===== src/rtl/regfile_bypass_pkg.sv =====
`default_nettype none
// +--------------------------------------------------------------------------+
// | Module      : regfile_bypass_pkg                                         |
// | Description : Shared constants and helpers for the register file.        |
// | Revision    : 1.0 - initial release                                      |
// +--------------------------------------------------------------------------+
package regfile_bypass_pkg;

  // Bits per byte lane; word widths are whole multiples of this.
  localparam int BYTE = 8;

  // Default geometry used by the datapath.
  localparam int DEF_WIDTH = 32;
  localparam int DEF_DEPTH = 32;

  // Index width for a table of d entries; never narrower than one bit.
  function automatic int regfile_aw(input int d);
    return (d < 2) ? 1 : $clog2(d);
  endfunction

endpackage
`default_nettype wire


===== src/rtl/regfile_bypass_reg_be.sv =====
`default_nettype none
// +--------------------------------------------------------------------------+
// | Module      : reg_be                                                     |
// | Description : WIDTH-bit register with per-byte write enables and an      |
// |               asynchronous active-low reset to RESET_VAL.                |
// | Revision    : 1.0 - initial release                                      |
// +--------------------------------------------------------------------------+
module reg_be
  import regfile_bypass_pkg::*;
#(
  parameter int               WIDTH     = DEF_WIDTH,
  parameter logic [WIDTH-1:0] RESET_VAL = '0
) (
  output logic [WIDTH-1:0]      q,
  input  logic [WIDTH-1:0]      d,
  input  logic                  clk,
  input  logic [WIDTH/BYTE-1:0] be,
  input  logic                  reset
);

  localparam int c_bw = WIDTH / BYTE;

  for (genvar b = 0; b < c_bw; b++) begin : g_byte
    logic [BYTE-1:0] r_byte;

    // Each lane resets immediately and loads only when its enable is set.
    always_ff @(posedge clk or negedge reset) begin
      if (!reset) begin
        r_byte <= RESET_VAL[b*BYTE +: BYTE];
      end else if (be[b]) begin
        r_byte <= d[b*BYTE +: BYTE];
      end
    end

    assign q[b*BYTE +: BYTE] = r_byte;
  end

endmodule
`default_nettype wire


===== src/rtl/regfile_bypass.sv =====
`default_nettype none
// +--------------------------------------------------------------------------+
// | Module      : regfile_bypass                                             |
// | Description : DEPTH x WIDTH register file, one byte-masked write port,   |
// |               NUM_READ combinational read ports, optional hardwired      |
// |               zero entry and write-to-read bypass.                       |
// | Revision    : 1.0 - initial release                                      |
// +--------------------------------------------------------------------------+
module regfile_bypass
  import regfile_bypass_pkg::*;
#(
  parameter int               WIDTH     = DEF_WIDTH,
  parameter int               DEPTH     = DEF_DEPTH,
  parameter int               NUM_READ  = 2,
  parameter int               ZERO_REG  = 1,
  parameter int               BYPASS    = 1,
  parameter logic [WIDTH-1:0] RESET_VAL = '0,
  localparam int              AW        = regfile_aw(DEPTH),
  localparam int              BW        = WIDTH / BYTE
) (
  input  logic                      clk,
  input  logic                      reset,
  input  logic                      wr_en,
  input  logic [AW-1:0]             wr_addr,
  input  logic [BW-1:0]             wr_mask,
  input  logic [WIDTH-1:0]          wr_data,
  input  logic [NUM_READ*AW-1:0]    rd_addr,
  output logic [NUM_READ*WIDTH-1:0] rd_data
);

  // One extra bit so DEPTH itself is representable for range compares.
  localparam logic [AW:0] c_depth = (AW+1)'(DEPTH);

  logic             w_addr_ok;
  logic             w_zero_hit;
  logic             w_wr_ok;
  logic [WIDTH-1:0] w_bitmask;
  logic [WIDTH-1:0] w_q [DEPTH];

  // A write is real only outside reset, in range, with some byte enabled and
  // not aimed at the hardwired zero entry; the bypass keys off the same term.
  assign w_addr_ok  = ({1'b0, wr_addr} < c_depth);
  assign w_zero_hit = (ZERO_REG != 0) && (wr_addr == '0);
  assign w_wr_ok    = reset && wr_en && (wr_mask != '0) && w_addr_ok && !w_zero_hit;

  // Byte enables expanded to bit granularity for the bypass merge.
  for (genvar b = 0; b < BW; b++) begin : g_mask
    assign w_bitmask[b*BYTE +: BYTE] = {BYTE{wr_mask[b]}};
  end

  // Storage: entry 0 collapses to a constant when hardwired to zero.
  for (genvar e = 0; e < DEPTH; e++) begin : g_entry
    if ((ZERO_REG != 0) && (e == 0)) begin : g_zero
      assign w_q[e] = '0;
    end else begin : g_reg
      localparam logic [AW-1:0] c_idx = AW'(e);
      logic [BW-1:0] w_be;

      // Address decode: this entry sees the write mask only when selected.
      assign w_be = (w_wr_ok && (wr_addr == c_idx)) ? wr_mask : '0;

      reg_be #(
        .WIDTH     (WIDTH),
        .RESET_VAL (RESET_VAL)
      ) u_reg (
        .q     (w_q[e]),
        .d     (wr_data),
        .clk   (clk),
        .be    (w_be),
        .reset (reset)
      );
    end
  end

  // Read ports: range-checked mux, then optional merge of the in-flight write.
  for (genvar p = 0; p < NUM_READ; p++) begin : g_rd
    logic [AW-1:0]    w_ra;
    logic [WIDTH-1:0] w_stored;
    logic [WIDTH-1:0] w_merged;
    logic             w_hit;

    assign w_ra     = rd_addr[p*AW +: AW];
    assign w_stored = ({1'b0, w_ra} < c_depth) ? w_q[w_ra] : '0;
    assign w_merged = (wr_data & w_bitmask) | (w_stored & ~w_bitmask);
    assign w_hit    = (BYPASS != 0) && w_wr_ok && (w_ra == wr_addr);

    assign rd_data[p*WIDTH +: WIDTH] = w_hit ? w_merged : w_stored;
  end

endmodule
`default_nettype wire

===== config.mk =====
export PLATFORM = sky130hd
export DESIGN_NAME = regfile_bypass
export DESIGN_NICKNAME = d
export VERILOG_FILES = /design/src/rtl/regfile_bypass_pkg.sv /design/src/rtl/regfile_bypass_reg_be.sv /design/src/rtl/regfile_bypass.sv
export SDC_FILE = /design/constraint.sdc
export NUM_CORES = 2
export LEC_CHECK = 0
export ABC_AREA = 1
export BUFFER_PORTS_ARGS = -buffer_cell sky130_fd_sc_hd__buf_2
export CAP_MARGIN = 30
export CORE_AREA = 4 4 418 420
export DETAILED_ROUTE_END_ITERATION = 6
export DIE_AREA = 0 0 422 424
export MAX_ROUTING_LAYER = met4
export SLEW_MARGIN = 25
export SYNTH_ARGS = -nofsm -noshare
export SYNTH_HDL_FRONTEND = slang
export SYNTH_HIERARCHICAL = 1
export SYNTH_SLANG_ARGS = --single-unit

===== constraint.sdc =====
create_clock -name clk -period 2.7 [get_ports clk]
set_clock_uncertainty 0.2 [all_clocks]
set_input_delay 0 -clock clk [delete_from_list [all_inputs] [get_ports clk]]
set_output_delay 0 -clock clk [all_outputs]
set_load 0.02 [all_outputs]

Word-level counts from Yosys, hierarchy flattened
Index checks and enable logic that the tools add are counted.

Register bits after elaboration: 992. Latch bits: 0. RAM bits: 0. ROM bits: 0. Input bits: 54. Word-level logic and storage cells: 245. Memories kept: 0.

Add/subtract/negate cells: 0. Multiply operators: 0. Divide/modulo/power cells: 0. $lt $le $gt $ge: 2. Eq/ne operators: 33. Shift operators: 0. Mux-type cells: 39. Bitwise gates (word level): 8. Reduce and logical (&&, ||, !) cells: 39.

Operator list (number): $bmux 32 s5 (2); $mux 32 (6); $mux 4 (31); $and 32x32->32 (3); $eq 5x5->1 const B (16); $or 32x32->32 (2); $eq 5x4->1 const B (8); $logic_and 1x1->1 (36); $not 32->32 (1); $eq 5x3->1 const B (4); $ge 6x6->1 const B (2); $not 5->6 (2); $eq 5x2->1 const B (2); $eq 5x5->1 (2); $eq 5x1->1 const B (1); $logic_not 5->1 (1); $reduce_bool 4->1 (1); $logic_not 1->1 (1).

Longest topological paths before layout
Depth after elaboration: 7. Depth in mapped cells: 13. Depth with buffers taken out: 10.

Cells and area by module
Netlist, hierarchy kept.

By module, submodules not included: reg_be (times used 31, cells each 136, area each 1221.2 µm², sequential area each 800.8 µm²); regfile_bypass (times used 1, cells each 4616, area each 21787.1 µm², sequential area each 0.0 µm²).

Worst setup path after synthesis
Ideal clock, no wire load.

Path type: in2reg. Start: input wr_mask[2]. End: register g_entry[27].g_reg.u_reg.g_byte[3].r_byte[7]. Data arrival time: 1.263 ns. Data required time: 2.384 ns. Path slack: 1.121 ns. Stages on the path: 11. Cells stage by stage: inv_1 > nand4_1 > nand3_1 > nor2_1 > buf_2 > nand2_1 > nor2_1 > buf_6 > inv_2 > nand2_1 > nand2_1.

Word-level cells in the longest chain between the ends: 5.

Ends and longest elaborated chain: start: declaration (line regfile_bypass.sv:25) `input logic [BW-1:0] wr_mask,`; $reduce_bool 4->1 (line regfile_bypass.sv:44) `assign w_wr_ok = reset && wr_en && (wr_mask != '0) && w_addr_ok && !w_zero_hit;`; $logic_and 1x1->1 (2 in a row) (line regfile_bypass.sv:44); $logic_and 1x1->1 (line regfile_bypass.sv:60) `assign w_be = (w_wr_ok && (wr_addr == c_idx)) ? wr_mask : '0;`; $mux 4 (line regfile_bypass.sv:60); via g_entry[27].g_reg.w_be[3] (line regfile_bypass.sv:57) `logic [BW-1:0] w_be;`; end signal: assignment (line regfile_bypass_reg_be.sv:29) `r_byte <= RESET_VAL[b*BYTE +: BYTE];`; end signal: assignment (line regfile_bypass_reg_be.sv:31) `r_byte <= d[b*BYTE +: BYTE];`; end: declaration (line regfile_bypass_reg_be.sv:24) `logic [BYTE-1:0] r_byte;`.

The timed path passes the listed nets, and every way through them passes these cells. A chain may end at the register's enable or synchronous reset.

Final worst setup path
Start: register g_entry[1].g_reg.u_reg.g_byte[3].r_byte[4]. End: output rd_data[28].

Word-level cells in the longest chain between the ends: 6.

Ends and longest elaborated chain: start: declaration (line regfile_bypass_reg_be.sv:24); start signal: assignment (line regfile_bypass_reg_be.sv:29); start signal: assignment (line regfile_bypass_reg_be.sv:31); $bmux 32 s5 (*) (line regfile_bypass.sv:83) `assign w_stored = ({1'b0, w_ra} < c_depth) ? w_q[w_ra] : '0;`; $mux 32 (implied by the code) (*) (2 in a row) (line regfile_bypass.sv:83); $and 32x32->32 (line regfile_bypass.sv:84) `assign w_merged = (wr_data & w_bitmask) | (w_stored & ~w_bitmask);`; $or 32x32->32 (line regfile_bypass.sv:84); $mux 32 (*) (line regfile_bypass.sv:87) `assign rd_data[p*WIDTH +: WIDTH] = w_hit ? w_merged : w_stored;`; end: declaration (line regfile_bypass.sv:28) `output logic [NUM_READ*WIDTH-1:0] rd_data`.

Every way passes the cells marked *; elsewhere a longest branch is shown, timed or not. The select of a mux whose other input is x is not followed.

==> results.sh <==
export IMPL_status="finished, violations left"
export IMPL_violations="design-rule violations"
export IMPL_hold_class="primary input to flip-flop"
export IMPL_areaGrowthSynthToFinish_pct=12.8
export IMPL_clockPowerShare_pct=41.4
export IMPL_grt_use_met1_pct=35.3
export IMPL_wirelength_mm=242
export IMPL_arrival_ps=2450
export IMPL_busiest_layer="met2"
export IMPL_synth_area_per_cell_um2=6.75
export IMPL_drt_pass1_iterations=7
export IMPL_h_tree_depth=3
export IMPL_p_comb_share_pct=16.3
export IMPL_hpwl_mm=161
export IMPL_synth_fp_nets=8886
export IMPL_drv_slew=0
export IMPL_dp_slack_ps=-171
export IMPL_synthCells=8832
export IMPL_seq_area_frac_synth_pct=41.6
export IMPL_synth_distinct_cells=25
export IMPL_yosys_warnings=6
export IMPL_grt_max_degree=165
export IMPL_core_area_mm2=0.171
export IMPL_reg_top3="g_entry.g_reg.u_reg/g_byte.r_byte x992"
export IMPL_drv_cap=0
export IMPL_hold_viol_final=0
export IMPL_min_period_over_period_pct=98.3
export IMPL_ff_latch_area_mm2=0.0248
export IMPL_finalSetupViolCount=0
export IMPL_multi_input_area_mm2=0.0287
export IMPL_startpoint_type="flip-flop"
export IMPL_largest_reg_flops=992
export IMPL_gp_congestion=0.941
export IMPL_path_clk_slew_ps=70
export IMPL_die_x_um=422
export IMPL_grt_antenna_before_repair=10
export IMPL_post_route_cell_area_mm2=0.0673
export IMPL_rsz0062_at_grt="no"
export IMPL_reg2regPathDepth=2
export IMPL_cts_root_buf="clkbuf_16"
export IMPL_min_from="reset"
export IMPL_use_met2_pct=40.9
export IMPL_port_buffers=117
export IMPL_ys_ff_latch=992
export IMPL_grt_pass1_vias=56661
export IMPL_grt_use_total_pct=27.0
export IMPL_fmaxAchievable_ghz=0.377
export IMPL_pin_count=118
export IMPL_p_switching_w=0.0122
export IMPL_clock_latency_ps=760
export IMPL_power_leakage_nw=34.3
export IMPL_die_area_mm2=0.179
export IMPL_drcViolationCount=3
export IMPL_cts_buffers=114
export IMPL_grt_pass1_wl_mm=363
export IMPL_place_area_mm2=0.0626
export IMPL_hold_depth=8
export IMPL_reg2reg_slack_ps=1810
export IMPL_worst_pin_slew_ps=993
export IMPL_reg2reg_to="g_entry[19].g_reg.u_reg/g_byte[3].r_byte[7]"
export IMPL_clock_path_buffers=3
export IMPL_start_util_pct=34.9
export IMPL_fill_cells=17868
export IMPL_p_int_w=0.0277
export IMPL_period_needed_ps=2650
export IMPL_cp_max_fo=2
export IMPL_netlist_area_mm2=0.0596
export IMPL_die_y_um=424
export IMPL_required_ps=2500
export IMPL_crit_start="g_entry[1].g_reg.u_reg/g_byte[3].r_byte[4]"
export IMPL_routed_via_density=5.40
export IMPL_clock_sinks=992
export IMPL_fin_nets=8910
export IMPL_grt_ovfl_total=0
export IMPL_drt_iter0_drc=7409
export IMPL_swShare_pct=30.5
export IMPL_layout_setup_ws_ps=45.1
export IMPL_setup_worst_path_end_class="output port"
export IMPL_post_drt_wl_per_cell_um=21.6
export IMPL_min_to="g_entry[3].g_reg.u_reg/g_byte[3].r_byte[1]"
export IMPL_slew_headroom_pct=33.6
export IMPL_grt_util_met3_pct=3.82
export IMPL_p_per_area_mw_per_mm2=592
export IMPL_largest_register="g_entry.g_reg.u_reg/g_byte.r_byte"
export IMPL_antenna_left=0
export IMPL_rows=152
export IMPL_reg2reg_from="g_entry[19].g_reg.u_reg/g_byte[3].r_byte[7]"
export IMPL_peakVddDrop_mv=0.547
export IMPL_vias=60443
export IMPL_drive_gt1_share_pct=8.63
export IMPL_seq_power_share_pct=42.4
export IMPL_crit_type="flip-flop to output port"
export IMPL_cts_tree="done"
-- routing by layer --
layer	up-vias	wire length (um)	part of all wire (%)
met1	28769	101000	42
met3	586	19000	7.8
met4	0	14000	5.8
li1	28250	-	-
met5	-	0	0
met2	2838	108000	45
-- metrics by stage --
stage / TNS [ps] / cells / total power, W / utilization [%] / hold slack (ps)
2_1_floorplan: 0 / 8832 / 0.0206 / - / -496
3_3_place_gp: -1730 / 10915 / 0.0233 / 36.6 / -112
3_5_place_dp: -1420 / 10915 / 0.0234 / 36.6 / -109
4_1_cts: 0 / 11178 / 0.0400 / 39.3 / 0.422
5_1_grt: 0 / 11188 / 0.0415 / 39.3 / 103
6_report: 0 / 11190 / 0.0398 / 39.3 / 61.6
-- power by group through the flow --
stage	Clock (W)	Combinational, W	Sequential [W]
finish	0.0165	0.00648	0.0169
global route	0.0173	0.00715	0.0170
CTS	0.0167	0.00641	0.0168
detailed placement	0	0.00634	0.0171
global placement	0	0.00623	0.0171
floorplan	0	0.00378	0.0168
-- how the worst max path moves through the flow --
| stage | depth (start not counted) | endpoint | slack, ps |
|---|---|---|---|
| after global placement | 10 | rd_data[18] | -220 |
| after floorplan | 11 | g_entry[27].g_reg.u_reg/g_byte[3].r_byte[7] | 1120 |
| after CTS | 12 | rd_data[18] | 20 |
| final | 7 | rd_data[28] | 50 |
| after detailed placement | 10 | rd_data[23] | -170 |
| after global routing | 9 | rd_data[53] | 3 |
-- cell families after synthesis --
family                 count (synthesis)  share of synthesized area (%)
buffers and inverters               1305                           10.4
flip-flops                           992                           41.6
XOR/XNOR                               7                          0.103
AND/OR/NAND/NOR                     5432                           36.4
AO/OA/AOI/OAI                       1096                           11.5
-- layout by cell type, fill, tap and decap left out, types with 55 or more instances in the layout --
cell,count
o21ai_0,369
o211ai_1,557
dfrtp_1,992
nand2_1,4276
a21oi_1,166
nor2_1,139
inv_1,599
buf_12,55
buf_4,255
buf_2,108
clkbuf_16,117
nand3_1,986
inv_2,129
-- final cells by class --
class / count / area share (%)
multi-input cells: 6535 / 42.7
flip-flops and latches: 992 / 36.9
repair buffers: 479 / 6.25
clock buffers: 177 / 5.19
inverters: 734 / 4.16
well taps: 2233 / 4.15
clock inverters: 32 / 0.640
diodes: 8 / 0.0298
-- critical path: stages, from the launching register on --
cell	delay [ps]
dfrtp_1	370
inv_1	70
o211ai_1	340
nand3_1	230
nand3_1	170
nand3_1	230
nand2_1	130
buf_2	170
-- cell usage after synthesis --
library cell | number | area [um2]
buf_6 | 135 | 1520
inv_2 | 130 | 488
buf_2 | 161 | 806
or2_2 | 2 | 12.5
nor3_4 | 1 | 16.3
nor2_2 | 1 | 6.26
o211ai_1 | 557 | 4180
buf_4 | 19 | 143
nand3_1 | 999 | 5000
inv_4 | 1 | 6.26
buf_1 | 65 | 244
xnor2_1 | 6 | 52.6
clkbuf_1 | 191 | 717
nand4_1 | 2 | 12.5
inv_1 | 603 | 2260
o21ai_0 | 370 | 1850
dfrtp_1 | 992 | 24800
o21ai_1 | 3 | 15.0
a21oi_1 | 166 | 831
nand2_1 | 4276 | 16100
and2_1 | 2 | 12.5
nor2_1 | 143 | 537
nor3_2 | 2 | 20.0
xor2_1 | 1 | 8.76
nand2_2 | 4 | 25.0
-- timing repair --
item / CTS / global route
resized for setup: 4 / 15
setup endpoints to repair: 10 / 27
cloned: 0 / 0
hold buffers: 54 / 0
endpoints found under the hold margin: 1773 / 0
setup buffers: 0 / 2
(Power assumes the default switching activity.)
